===== src/rtl/pipeline_hazard_ctrl.sv =====
// Stall/flush scheduler for the 5-stage pipeline: load-use bubbles, ID branch flushes,
// and multi-cycle data-memory waits with timeout. Stage controls are combinational (_c_o).
module pipeline_hazard_ctrl #(
  parameter int unsigned MEM_TIMEOUT = 64,
  parameter int unsigned CNT_W       = 16
) (
  input  logic             clk_i,
  input  logic             rst_ni,
  input  logic             idex_mem_read_i,
  input  logic [4:0]       idex_rt_i,
  input  logic [4:0]       ifid_rs_i,
  input  logic [4:0]       ifid_rt_i,
  input  logic             ifid_uses_rt_i,
  input  logic             branch_taken_i,
  input  logic             exmem_mem_access_i,
  input  logic             mem_ready_i,
  output logic             mem_req_c_o,
  output logic             pc_we_c_o,
  output logic             ifid_we_c_o,
  output logic             idex_we_c_o,
  output logic             exmem_we_c_o,
  output logic             memwb_we_c_o,
  output logic             ifid_flush_c_o,
  output logic             idex_bubble_c_o,
  output logic             mem_error_o,
  output logic [CNT_W-1:0] stall_count_o
);

  localparam int unsigned WAIT_W = $clog2(MEM_TIMEOUT);

  typedef enum logic {
    ST_RUN,
    ST_MEM_WAIT
  } state_e;

  state_e              state_q, state_d;
  logic [WAIT_W-1:0]   wait_cnt_q, wait_cnt_d;
  logic                mem_error_q, mem_error_d;
  logic [CNT_W-1:0]    stall_cnt_q, stall_cnt_d;
  logic                load_use;
  logic                hold_all;

  assign load_use = idex_mem_read_i && (idex_rt_i != 5'd0) &&
                    ((idex_rt_i == ifid_rs_i) || (ifid_uses_rt_i && (idex_rt_i == ifid_rt_i)));

  always_ff @(posedge clk_i or negedge rst_ni) begin
    if (!rst_ni) begin
      state_q     <= ST_RUN;
      wait_cnt_q  <= '0;
      mem_error_q <= 1'b0;
      stall_cnt_q <= '0;
    end else begin
      state_q     <= state_d;
      wait_cnt_q  <= wait_cnt_d;
      mem_error_q <= mem_error_d;
      stall_cnt_q <= stall_cnt_d;
    end
  end

  always_comb begin
    state_d         = state_q;
    wait_cnt_d      = wait_cnt_q;
    mem_error_d     = mem_error_q;
    hold_all        = 1'b0;
    mem_req_c_o     = 1'b0;
    pc_we_c_o       = 1'b1;
    ifid_we_c_o     = 1'b1;
    idex_we_c_o     = 1'b1;
    exmem_we_c_o    = 1'b1;
    memwb_we_c_o    = 1'b1;
    ifid_flush_c_o  = 1'b0;
    idex_bubble_c_o = 1'b0;

    // Memory handshake has priority; a release falls through to the hazard cases.
    case (state_q)
      ST_RUN: begin
        if (exmem_mem_access_i) begin
          mem_req_c_o = 1'b1;
          if (!mem_ready_i) begin
            hold_all   = 1'b1;
            state_d    = ST_MEM_WAIT;
            wait_cnt_d = WAIT_W'(1);
          end
        end
      end
      ST_MEM_WAIT: begin
        mem_req_c_o = 1'b1;
        if (mem_ready_i) begin
          state_d    = ST_RUN;
          wait_cnt_d = '0;
        end else if (wait_cnt_q == WAIT_W'(MEM_TIMEOUT - 1)) begin
          state_d     = ST_RUN;
          wait_cnt_d  = '0;
          mem_error_d = 1'b1;
        end else begin
          hold_all   = 1'b1;
          wait_cnt_d = wait_cnt_q + WAIT_W'(1);
        end
      end
      default: state_d = ST_RUN;
    endcase

    if (hold_all) begin
      pc_we_c_o    = 1'b0;
      ifid_we_c_o  = 1'b0;
      idex_we_c_o  = 1'b0;
      exmem_we_c_o = 1'b0;
      memwb_we_c_o = 1'b0;
    end else if (load_use) begin
      // Branch is dropped here; it re-resolves once the load has moved on.
      pc_we_c_o       = 1'b0;
      ifid_we_c_o     = 1'b0;
      idex_bubble_c_o = 1'b1;
    end else if (branch_taken_i) begin
      ifid_flush_c_o = 1'b1;
    end

    if (!rst_ni) begin
      mem_req_c_o     = 1'b0;
      pc_we_c_o       = 1'b0;
      ifid_we_c_o     = 1'b0;
      idex_we_c_o     = 1'b0;
      exmem_we_c_o    = 1'b0;
      memwb_we_c_o    = 1'b0;
      ifid_flush_c_o  = 1'b0;
      idex_bubble_c_o = 1'b0;
    end

    stall_cnt_d = stall_cnt_q;
    if (!pc_we_c_o && (stall_cnt_q != {CNT_W{1'b1}})) begin
      stall_cnt_d = stall_cnt_q + CNT_W'(1);
    end
  end

  assign mem_error_o   = mem_error_q;
  assign stall_count_o = stall_cnt_q;

endmodule


===== config.mk =====
export PLATFORM = sky130hd
export DESIGN_NAME = pipeline_hazard_ctrl
export DESIGN_NICKNAME = d
export VERILOG_FILES = /design/src/rtl/pipeline_hazard_ctrl.sv
export SDC_FILE = /design/constraint.sdc
export NUM_CORES = 1
export LEC_CHECK = 0
export CORE_MARGIN = 5
export CORE_UTILIZATION = 41
export DETAILED_ROUTE_END_ITERATION = 10
export PLACE_DENSITY_LB_ADDON = 0.05
export SLEW_MARGIN = 40
export SYNTH_ARGS = -nofsm -noshare
export SYNTH_HDL_FRONTEND = slang
export SYNTH_SLANG_ARGS = --single-unit

===== constraint.sdc =====
create_clock -name clk_i -period 1.95 [get_ports clk_i]
set_input_delay 0.195 -clock clk_i [delete_from_list [all_inputs] [get_ports clk_i]]
set_output_delay 0.195 -clock clk_i [all_outputs]
set_load 0.05 [all_outputs]

==> results.py <==
metrics = {
    "outcome": {
        "status": "finished with violations",
        "failed_checks": "setup timing",
    },
    "global_route": {
        "grt_start_max_net_pins": 15,
        "globalRoute.totalOverflow": 0,
        "grt_pass1_vias": 1371,
        "grt_util_all_layers_pct": 17.6,
        "global_route_wire_length_before_repair_um": 6230,
        "antenna_found_initial": 0,
    },
    "run": {
        "max_cap_viol_count": 0,
    },
    "synth": {
        "synth_seq_area_share_pct": 42.9,
        "total_of_warnings_raised_by_yosys": 0,
        "ys_ff_latch": 24,
        "number_of_enable_flip_flop_cells_after_synthesis": 0,
        "synth.area.top_cells": "sky130_fd_sc_hd__dfrtp_1 (43%), sky130_fd_sc_hd__xor2_1 (10%), sky130_fd_sc_hd__xnor2_1 (8.1%)",
        "synth.net_count": 155,
        "synth.cell_area_um2": 1400,
        "post_synth.cell_area_avg_um2": 10.7,
        "yosys_most_used_dff": "sky130_fd_sc_hd__dfrtp_1",
        "post_synth_num_cell_types": 37,
        "top_area_cell_type_share_of_the_netlist_area_pct": 42.9,
        "mapped_cells": 131,
        "dominant_cell_type_by_area_after_synthesis": "sky130_fd_sc_hd__dfrtp_1",
        "synthArstFlopShare_pct": 100,
    },
    "clock_network": {
        "root_buffer": "sky130_fd_sc_hd__clkbuf_4",
        "clk_pin_slew_worst_paths_ns": 0.15,
        "post_cts_hold_buffer_count": 0,
        "clock_path_buffers": 2,
        "cts_sinks": 24,
        "cts_tree": "built",
        "cts_made_buffers": 3,
        "cts-htree-levels": 1,
        "clock_latency_on_the_worst_skew_pair_ns": 0.32,
    },
    "floorplanning": {
        "floorplan.die.height_um": 68.4,
        "std_cell_rows": 21,
        "chipWidth_um": 68.4,
        "floorplan.io_pins": 47,
        "start_util_pct": 42.3,
        "fp.coreArea_um2": 3310,
        "die-area_um2": 4680,
    },
    "sta": {
        "timing_limited_maximum_frequency_ghz": 0.444,
        "finalMaxSlewViolations": 0,
        "fin_worst_skew_ns": 0.0179,
        "whs_ns": 0.296,
        "finalSetupTns_ns": -4.86,
        "report.final.setup_viol": 22,
        "setup_ws_ns": -0.305,
        "max_slew_margin_pct": 65.6,
        "finalCritPeriodShare_pct": 116,
        "worst_margin_slew_ns": 0.514,
        "number_of_endpoints_with_negative_hold_slack_in_the_final_report": 0,
        "timing.final.crit_period_ns": 2.25,
        "rsz0062_at_grt": "true",
    },
    "setup_path": {
        "crit_path_start": "wait_cnt_q[1]",
        "worst_ep_required_time_ns": 1.75,
        "worst_setup_path_end_kind": "output port",
        "crit_path_max_fanout": 2,
        "worst-endpoint-arrival_ns": 2.06,
        "timing.critical_path.from_type": "flop",
        "timing_worst_setup_path_type": "flop to output port",
        "critical_path.reg2reg.startpoint": "wait_cnt_q[1]",
    },
    "detailed_routing": {
        "detail_route.wirelength_um": 4010,
        "total_via_count_in_the_routed_design": 1303,
        "drt_iter0_drc": 51,
        "drc_markers": 0,
        "detail_route.wl_per_cell_um": 15.2,
        "via_per_inst": 4.94,
        "route.antenna.remaining_nets": 0,
        "detailedRoute.firstPassIterationCount": 4,
    },
    "final_layout": {
        "antenna-diode-count": 0,
        "final_cell_count_no_fill": 264,
        "layout.cells.most_common_list": "sky130_fd_sc_hd__clkdlybuf4s50_1 (38), sky130_fd_sc_hd__buf_4 (29), sky130_fd_sc_hd__dfrtp_1 (20)",
        "finalNetCount": 243,
        "layout.cells.most_common": "sky130_fd_sc_hd__clkdlybuf4s50_1",
        "drive_above_1_share_pct": 40.8,
        "syn2layout_area_growth_pct": 87.1,
        "nFillCells": 216,
        "layout.cell_area.non_filler_um2": 2620,
    },
    "power_and_ir_drop": {
        "totalPowerFinal_w": 0.00251,
        "total_leakage_power_nw": 1.06,
        "vdd_ir_drop_max_mv": 0.573,
        "power_density_nw_per_um2": 961,
    },
    "place": {
        "placed_cell_area_um2": 2220,
        "placedCellCount": 246,
        "place_hpwl_um": 2770,
        "count_of_input_and_output_buffers": 46,
        "gp_congestion": 0.842,
    },
    "worst_hold_path": {
        "worst_hold_path_type": "input port to async pin",
    },
}
-- cell usage after synthesis, types with 2 or more instances --
master	instances
sky130_fd_sc_hd__ha_1	2
sky130_fd_sc_hd__xor2_1	16
sky130_fd_sc_hd__and3_1	2
sky130_fd_sc_hd__buf_4	3
sky130_fd_sc_hd__nand2_1	9
sky130_fd_sc_hd__dfrtp_1	24
sky130_fd_sc_hd__a21oi_1	2
sky130_fd_sc_hd__nor3_1	4
sky130_fd_sc_hd__xnor2_1	13
sky130_fd_sc_hd__nor4_2	3
sky130_fd_sc_hd__nor4_1	4
sky130_fd_sc_hd__a22o_1	3
sky130_fd_sc_hd__nand3_1	9
sky130_fd_sc_hd__buf_6	2
sky130_fd_sc_hd__inv_1	5
sky130_fd_sc_hd__nand4_1	3
sky130_fd_sc_hd__nor2_1	5
sky130_fd_sc_hd__nor2b_1	3
-- final cells by class --
type,count,area [um^2],share of cell area [%]
Timing Repair Buffer,88,940,35.9
Multi-Input combinational cell,97,940,35.9
Clock inverter,1,30.0,1.15
Inverter,5,22.5,0.860
Clock buffer,3,22.5,0.860
Sequential cell,24,606,23.1
Tap cell,46,57.6,2.20
-- layer usage --
metal	vias up	track usage, %	routed length (um)
met1	625	21.3	1720
met4	0	8.19	59
met2	38	29.1	2030
met3	6	4.27	203
met5	-	0	0
li1	634	-	-
-- flip-flops by register name, summed over array words and instances, names as in the netlist --
signal,count
stall_count_o,16
state_q,1
mem_error_o,1
wait_cnt_q,6
-- metrics by stage --
stage	setup slack (ns)	utilization, %
2_1_floorplan	0.00300	-
3_3_place_gp	-0.221	67.2
6_report	-0.305	79.1
4_1_cts	-0.291	73.7
3_5_place_dp	-0.276	67.2
5_1_grt	-0.397	79.1
-- timing repair --
action	CTS	global route
gates resized for setup	20	21
endpoints found under the setup margin	18	23
pin swaps	6	19
buffers inserted	6	9
-- logic make-up after synthesis --
kind of cell | Yosys count | synth area share, %
compound gates | 12 | 7.60
simple gates | 53 | 24.2
flops | 24 | 42.9
xor+xnor | 29 | 18.2
mux | 1 | 0.805
fa+ha+maj | 2 | 1.79
buf+inv | 10 | 4.56
-- power breakdown --
| group | internal (W) | switching [W] |
|---|---|---|
| combinational | 0.000580 | 0.000796 |
| sequential | 0.000629 | 0.000147 |
| clock | 0.000208 | 0.000155 |
| total | 0.00142 | 0.00110 |
-- worst max-delay path: stages, from the launching register on --
cell	delay [ns]
sky130_fd_sc_hd__dfrtp_1	0.42
sky130_fd_sc_hd__ha_2	0.20
sky130_fd_sc_hd__and4_4	0.15
sky130_fd_sc_hd__a311oi_2	0.30
sky130_fd_sc_hd__nand2b_4	0.19
sky130_fd_sc_hd__buf_6	0.10
sky130_fd_sc_hd__clkinvlp_4	0.06
sky130_fd_sc_hd__and3_4	0.17
sky130_fd_sc_hd__buf_12	0.14
-- worst paths after layout --
path	endpoint	cells past startpoint	slack [ns]
hold / removal	wait_cnt_q[1]	2	0.30
max in group asynchronous	stall_count_o[3]	2	1.44
setup reg to reg	stall_count_o[9]	10	-0.27
hold reg to reg	mem_error_o	1	0.49
min in group clk_i	state_q	2	0.47
setup / recovery	idex_bubble_c_o	8	-0.30
Note: power is estimated with default switching activity, not from simulation.
